==> src/rtl/ifu_pkg.sv <==
// Shared encodings for the instruction fetch unit: next-PC selects, FSM states
// and the default reset vector.
package ifu_pkg;

    typedef enum logic [1:0] {
        NPC_PC4 = 2'b00,
        NPC_BEQ = 2'b01,
        NPC_J   = 2'b10,
        NPC_JR  = 2'b11
    } npc_sel_e;

    typedef enum logic [1:0] {
        ST_FETCH = 2'b00,
        ST_VALID = 2'b01,
        ST_HALT  = 2'b10
    } fetch_state_e;

    localparam logic [31:0] DEFAULT_RESET_PC = 32'h0000_3000;

endpackage

==> src/rtl/ifu_fetch_npc_calc.sv <==
// Combinational next-PC: sequential, conditional branch, absolute jump or
// register jump, plus a flag for a jr target that is not word aligned.
module npc_calc
    import ifu_pkg::*;
(
    input  logic [31:0] pc,
    input  logic [25:0] instr,
    input  logic [1:0]  npc_sel,
    input  logic        zero,
    input  logic [31:0] rega,
    output logic [31:0] npc,
    output logic        misaligned
);

    logic [31:0] pc4;
    logic [31:0] br_off;

    always_comb begin
        pc4        = pc + 32'd4;
        br_off     = {{14{instr[15]}}, instr[15:0], 2'b00};
        misaligned = 1'b0;
        case (npc_sel_e'(npc_sel))
            NPC_BEQ: npc = zero ? (pc4 + br_off) : pc4;
            NPC_J:   npc = {pc4[31:28], instr, 2'b00};
            NPC_JR: begin
                npc        = rega;
                misaligned = (rega[1:0] != 2'b00);
            end
            default: npc = pc4;
        endcase
    end

endmodule

==> src/rtl/ifu_fetch.sv <==
// Instruction fetch unit: owns the PC, fetches one word per request/ack
// handshake and holds it for the core until Advance.
module ifu_fetch
    import ifu_pkg::*;
#(
    parameter logic [31:0] RESET_PC = DEFAULT_RESET_PC
) (
    input  logic        Clk,
    input  logic        Reset,
    input  logic [1:0]  NPC_Sel,
    input  logic        Zero,
    input  logic [31:0] RegA,
    input  logic        Advance,
    output logic        IMem_Req,
    output logic [31:0] IMem_Addr,
    input  logic        IMem_Ack,
    input  logic [31:0] IMem_RData,
    output logic [31:0] Instr,
    output logic        Instr_Valid,
    output logic [31:0] PC,
    output logic [31:0] PC4,
    output logic        Fault
);

    fetch_state_e state_q, state_d;
    logic [31:0]  pc_q, pc_d;
    logic [31:0]  instr_q, instr_d;
    logic         fault_q, fault_d;

    logic [31:0]  npc;
    logic         npc_misaligned;

    npc_calc u_npc_calc (
        .pc         (pc_q),
        .instr      (instr_q[25:0]),
        .npc_sel    (NPC_Sel),
        .zero       (Zero),
        .rega       (RegA),
        .npc        (npc),
        .misaligned (npc_misaligned)
    );

    always_comb begin
        state_d = state_q;
        pc_d    = pc_q;
        instr_d = instr_q;
        fault_d = fault_q;
        case (state_q)
            ST_FETCH: begin
                if (IMem_Ack) begin
                    instr_d = IMem_RData;
                    state_d = ST_VALID;
                end
            end
            ST_VALID: begin
                if (Advance) begin
                    // A bad jr target freezes the PC so the offending instruction stays visible.
                    if (npc_misaligned) begin
                        fault_d = 1'b1;
                        state_d = ST_HALT;
                    end else begin
                        pc_d    = npc;
                        state_d = ST_FETCH;
                    end
                end
            end
            default: ;
        endcase
    end

    always_ff @(posedge Clk or posedge Reset) begin
        if (Reset) begin
            state_q <= ST_FETCH;
            pc_q    <= RESET_PC;
            instr_q <= 32'd0;
            fault_q <= 1'b0;
        end else begin
            state_q <= state_d;
            pc_q    <= pc_d;
            instr_q <= instr_d;
            fault_q <= fault_d;
        end
    end

    // Reset gates the request so an in-flight fetch is dropped immediately.
    assign IMem_Req    = (state_q == ST_FETCH) && !Reset;
    assign IMem_Addr   = pc_q;
    assign Instr       = instr_q;
    assign Instr_Valid = (state_q == ST_VALID);
    assign PC          = pc_q;
    assign PC4         = pc_q + 32'd4;
    assign Fault       = fault_q;

endmodule
==> config.mk <==
export PLATFORM = sky130hd
export DESIGN_NAME = ifu_fetch
export DESIGN_NICKNAME = d
export VERILOG_FILES = /design/src/rtl/ifu_pkg.sv /design/src/rtl/ifu_fetch_npc_calc.sv /design/src/rtl/ifu_fetch.sv
export SDC_FILE = /design/constraint.sdc
export NUM_CORES = 1
export LEC_CHECK = 0
export ABC_AREA = 0
export BUFFER_PORTS_ARGS = -buffer_cell sky130_fd_sc_hd__buf_2
export CORE_MARGIN = 1
export CORE_UTILIZATION = 47
export DETAILED_ROUTE_END_ITERATION = 10
export GPL_ROUTABILITY_DRIVEN = 0
export HOLD_SLACK_MARGIN = 0.03
export PLACE_DENSITY = 0.87
export SYNTH_ARGS = -nofsm -noshare
export SYNTH_HDL_FRONTEND = slang
export SYNTH_SLANG_ARGS = --single-unit
==> constraint.sdc <==
create_clock -name Clk -period 3.7 [get_ports Clk]
set_clock_uncertainty 0.15 [all_clocks]
set_input_delay 0.925 -clock Clk [delete_from_list [all_inputs] [get_ports Clk]]
set_output_delay 0.925 -clock Clk [all_outputs]
set_load 0.05 [all_outputs]
==> flow_metrics.env <==
export IMPL_status="completed"
export IMPL_synth_xor_area_share_pct=6.69
export IMPL_slowest_delay_ps=410
export IMPL_synth_top_family_by_area="compound AO/OA/AOI/OAI gates"
export IMPL_startpoint="IMem_Addr[3]"
export IMPL_drc=0
export IMPL_final_area_um2=8150
export IMPL_pre_cts_ws_ps=-25.3
export IMPL_hpwl_um=14300
export IMPL_cts_buffers=9
export IMPL_maxCapViolCount=0
export IMPL_rows=40
export IMPL_vias=6342
export IMPL_final_nets=990
export IMPL_slew_headroom_pct=35.9
export IMPL_area_delta_synth_final_pct=39.2
export IMPL_fmax_ghz=0.271
export IMPL_synth_edf_count=0
export IMPL_totalWireLength_um=20300
export IMPL_grt_max_degree=37
export IMPL_worstHoldPathType="reg -> reg"
export IMPL_worst_pin_slew_ps=961
export IMPL_crit_type="reg -> reg"
export IMPL_grt_pass1_wl_um=30400
export IMPL_gr_total_overflow=0
export IMPL_synth_common_cells="dfrtp_1 (65), a21oi_1 (57), nand2_1 (53)"
export IMPL_instances_no_fill=1057
export IMPL_async_reset_ff_share_pct=100
export IMPL_dieWidth_um=114
export IMPL_synth_area_leaders="dfrtp_1 (28%), ha_1 (7.3%), mux2_2 (6.7%)"
export IMPL_clock_sinks=67
export IMPL_dpl_instance_area_um2=7430
export IMPL_yosys_warnings=0
export IMPL_fin_crit_sh_pct=99.6
export IMPL_n_fill_cell=920
export IMPL_syn_area_per_cell_um2=8.73
export IMPL_synth_seq_area_share_pct=28.7
export IMPL_synth_distinct_cells=71
export IMPL_cts_tree="yes"
export IMPL_synth_compound_area_share_pct=20.4
export IMPL_clock_latency_ps=350
export IMPL_wl_per_cell_um=19.2
export IMPL_yosys_area_share_simple_pct=17.8
export IMPL_placed_cells=1029
export IMPL_setup_viol=0
export IMPL_worstPathRequired_ps=3810
export IMPL_syn_inst=671
export IMPL_first_pass_iters=5
export IMPL_grt_util_all_layers_pct=30.8
export IMPL_hold_buffers=0
export IMPL_yosys_area_share_adder_pct=7.61
export IMPL_hold_viol_final=0
export IMPL_initial_core_util_pct=48.5
export IMPL_clk_pin_slew_worst_paths_ps=60
export IMPL_via_per_inst=6.00
export IMPL_synth_seq_cells=67
export IMPL_seqCellArea_um2=1700
export IMPL_path_max_fanout=4
export IMPL_cp_arrival_ps=3800
export IMPL_synth_most_common_cell="dfrtp_1"
export IMPL_cp_end_kind="register"
export IMPL_drv_slew=0
export IMPL_fp_dieArea_um2=12900
export IMPL_die_y_um=114
export IMPL_rsz0062_at_grt="true"
export IMPL_drive_gt1_share_pct=47.7
export IMPL_htree_levels=3
export IMPL_core_area_um2=12100
export IMPL_synth_nets=777
export IMPL_crit_chain="ha_4 -> and4_4 -> nand3_4 -> nor4_4 -> and3_4 -> nand3_4 -> xnor2_4 -> ha_4 -> and3_4 -> nand2_4 -> or3_4 -> nor3_4 -> nor3_2 -> nand3b_1 -> a31oi_1"
export IMPL_r2r_start="IMem_Addr[3]"
export IMPL_yosysTopAreaCell="dfrtp_1"
export IMPL_cp_start_kind="register"
export IMPL_hp_start="Fault"
export IMPL_ios=202
export IMPL_synthMuxAreaShare_pct=11.4
export IMPL_fin_crit_ps=3690
export IMPL_setup_ws_ps=13.3
export IMPL_syn_cell_area_um2=5860
export IMPL_antenna_cells=0
export IMPL_grt_pass1_vias=6014
export IMPL_crit_buf_inv=0
export IMPL_synth_main_ff_cell="dfrtp_1"
export IMPL_hold_ws_ps=316
export IMPL_cp_slowest_cell="dfrtp_2"
export IMPL_synth_top_area_share_pct=27.8
export IMPL_multiInputGateArea_um2=4350
export IMPL_cts_path_max_buffers=2
export IMPL_drt_iter0_drc=455
export IMPL_ant_nets=0
export IMPL_antenna_found_initial=0
export IMPL_root_buffer="clkbuf_16"
export IMPL_io_buffers=201
export IMPL_crit_family="simple AND/OR/NAND/NOR gates"
==> cell usage in the layout, fill, tap and decap left out, drive strengths merged, types with 4 or more instances in the layout <==
cell	count
or2	4
inv	14
o21ai	44
nand2b	5
nand4	9
a211oi	19
buf	265
xor2	14
nor2	43
mux2i	25
o211ai	5
a21boi	4
a21o	19
and4	5
nor3	18
nor2b	5
nand3	28
o21a	4
clkbuf	11
mux2	35
nand2	53
a31oi	7
dfrtp	65
ha	34
a21oi	58
or3	4
and3	12
nor4	5
and2	5
xnor2	29
==> registers in the layout, summed over array words and instances (netlist names) <==
name	count
Fault	1
IMem_Addr	32
Instr	32
state_q	2
==> worst register-to-register path, delay by kind of cell, from the launching register on <==
| kind | cells | cell delay (ps) |
|---|---|---|
| AO/OA/AOI/OAI | 1 | 240 |
| XOR/XNOR | 1 | 160 |
| adder cells (fa/ha/maj) | 2 | 460 |
| flip-flops | 1 | 410 |
| AND/OR/NAND/NOR | 11 | 2170 |
==> through the flow <==
step	util [%]	TNS, ps
4_1_cts	64.5	0
5_1_grt	67.6	-409
6_report	67.6	0
3_5_place_dp	61.6	-25.3
3_3_place_gp	61.6	0
2_1_floorplan	-	-1940
==> logic make-up after synthesis <==
group / after synthesis
compound gates: 188
xor+xnor: 43
fa+ha+maj: 35
buf+inv: 78
flops: 67
mux: 61
simple gates: 199
==> path summary, 6_finish.rpt <==
path                                      end  slack, ps  cells after the start
worst min-delay path                    Fault        320                      1
min in group asynchronous           Instr[23]        500                      2
worst max register to register  IMem_Addr[30]         10                     15
worst max-delay path            IMem_Addr[30]         10                     15
max in group asynchronous       IMem_Addr[16]       2120                      3
worst min register to register          Fault        320                      1
==> cell type report <==
type	instances	area share [%]
clock buffers	11	3.10
well taps	168	2.58
repair buffers	265	18.4
clock inverters	5	1.04
inverters	15	0.691
multi-input cells	526	53.3
flip-flops and latches	67	20.9
==> what timing repair did <==
action                                  in CTS  in global routing
resized for setup                            3                 54
endpoints found under the hold margin        0                  0
pin swaps                                    1                 24
endpoints found under the setup margin       5                 17
buffers inserted                             0                 12
gates cloned                                 0                  0
==> layer usage <==
metal  routed length (µm)  global-route usage, %  vias up
met4                  950                   17.2        0
met3                 1920                   5.69       80
met5                    0                      0        -
met2                 9620                   51.4      424
met1                 7790                   37.5     2971
li1                     -                      -     2867
Power is not shown: default switching activity piles up to over one toggle a cycle in this logic, so the estimate is an artifact.
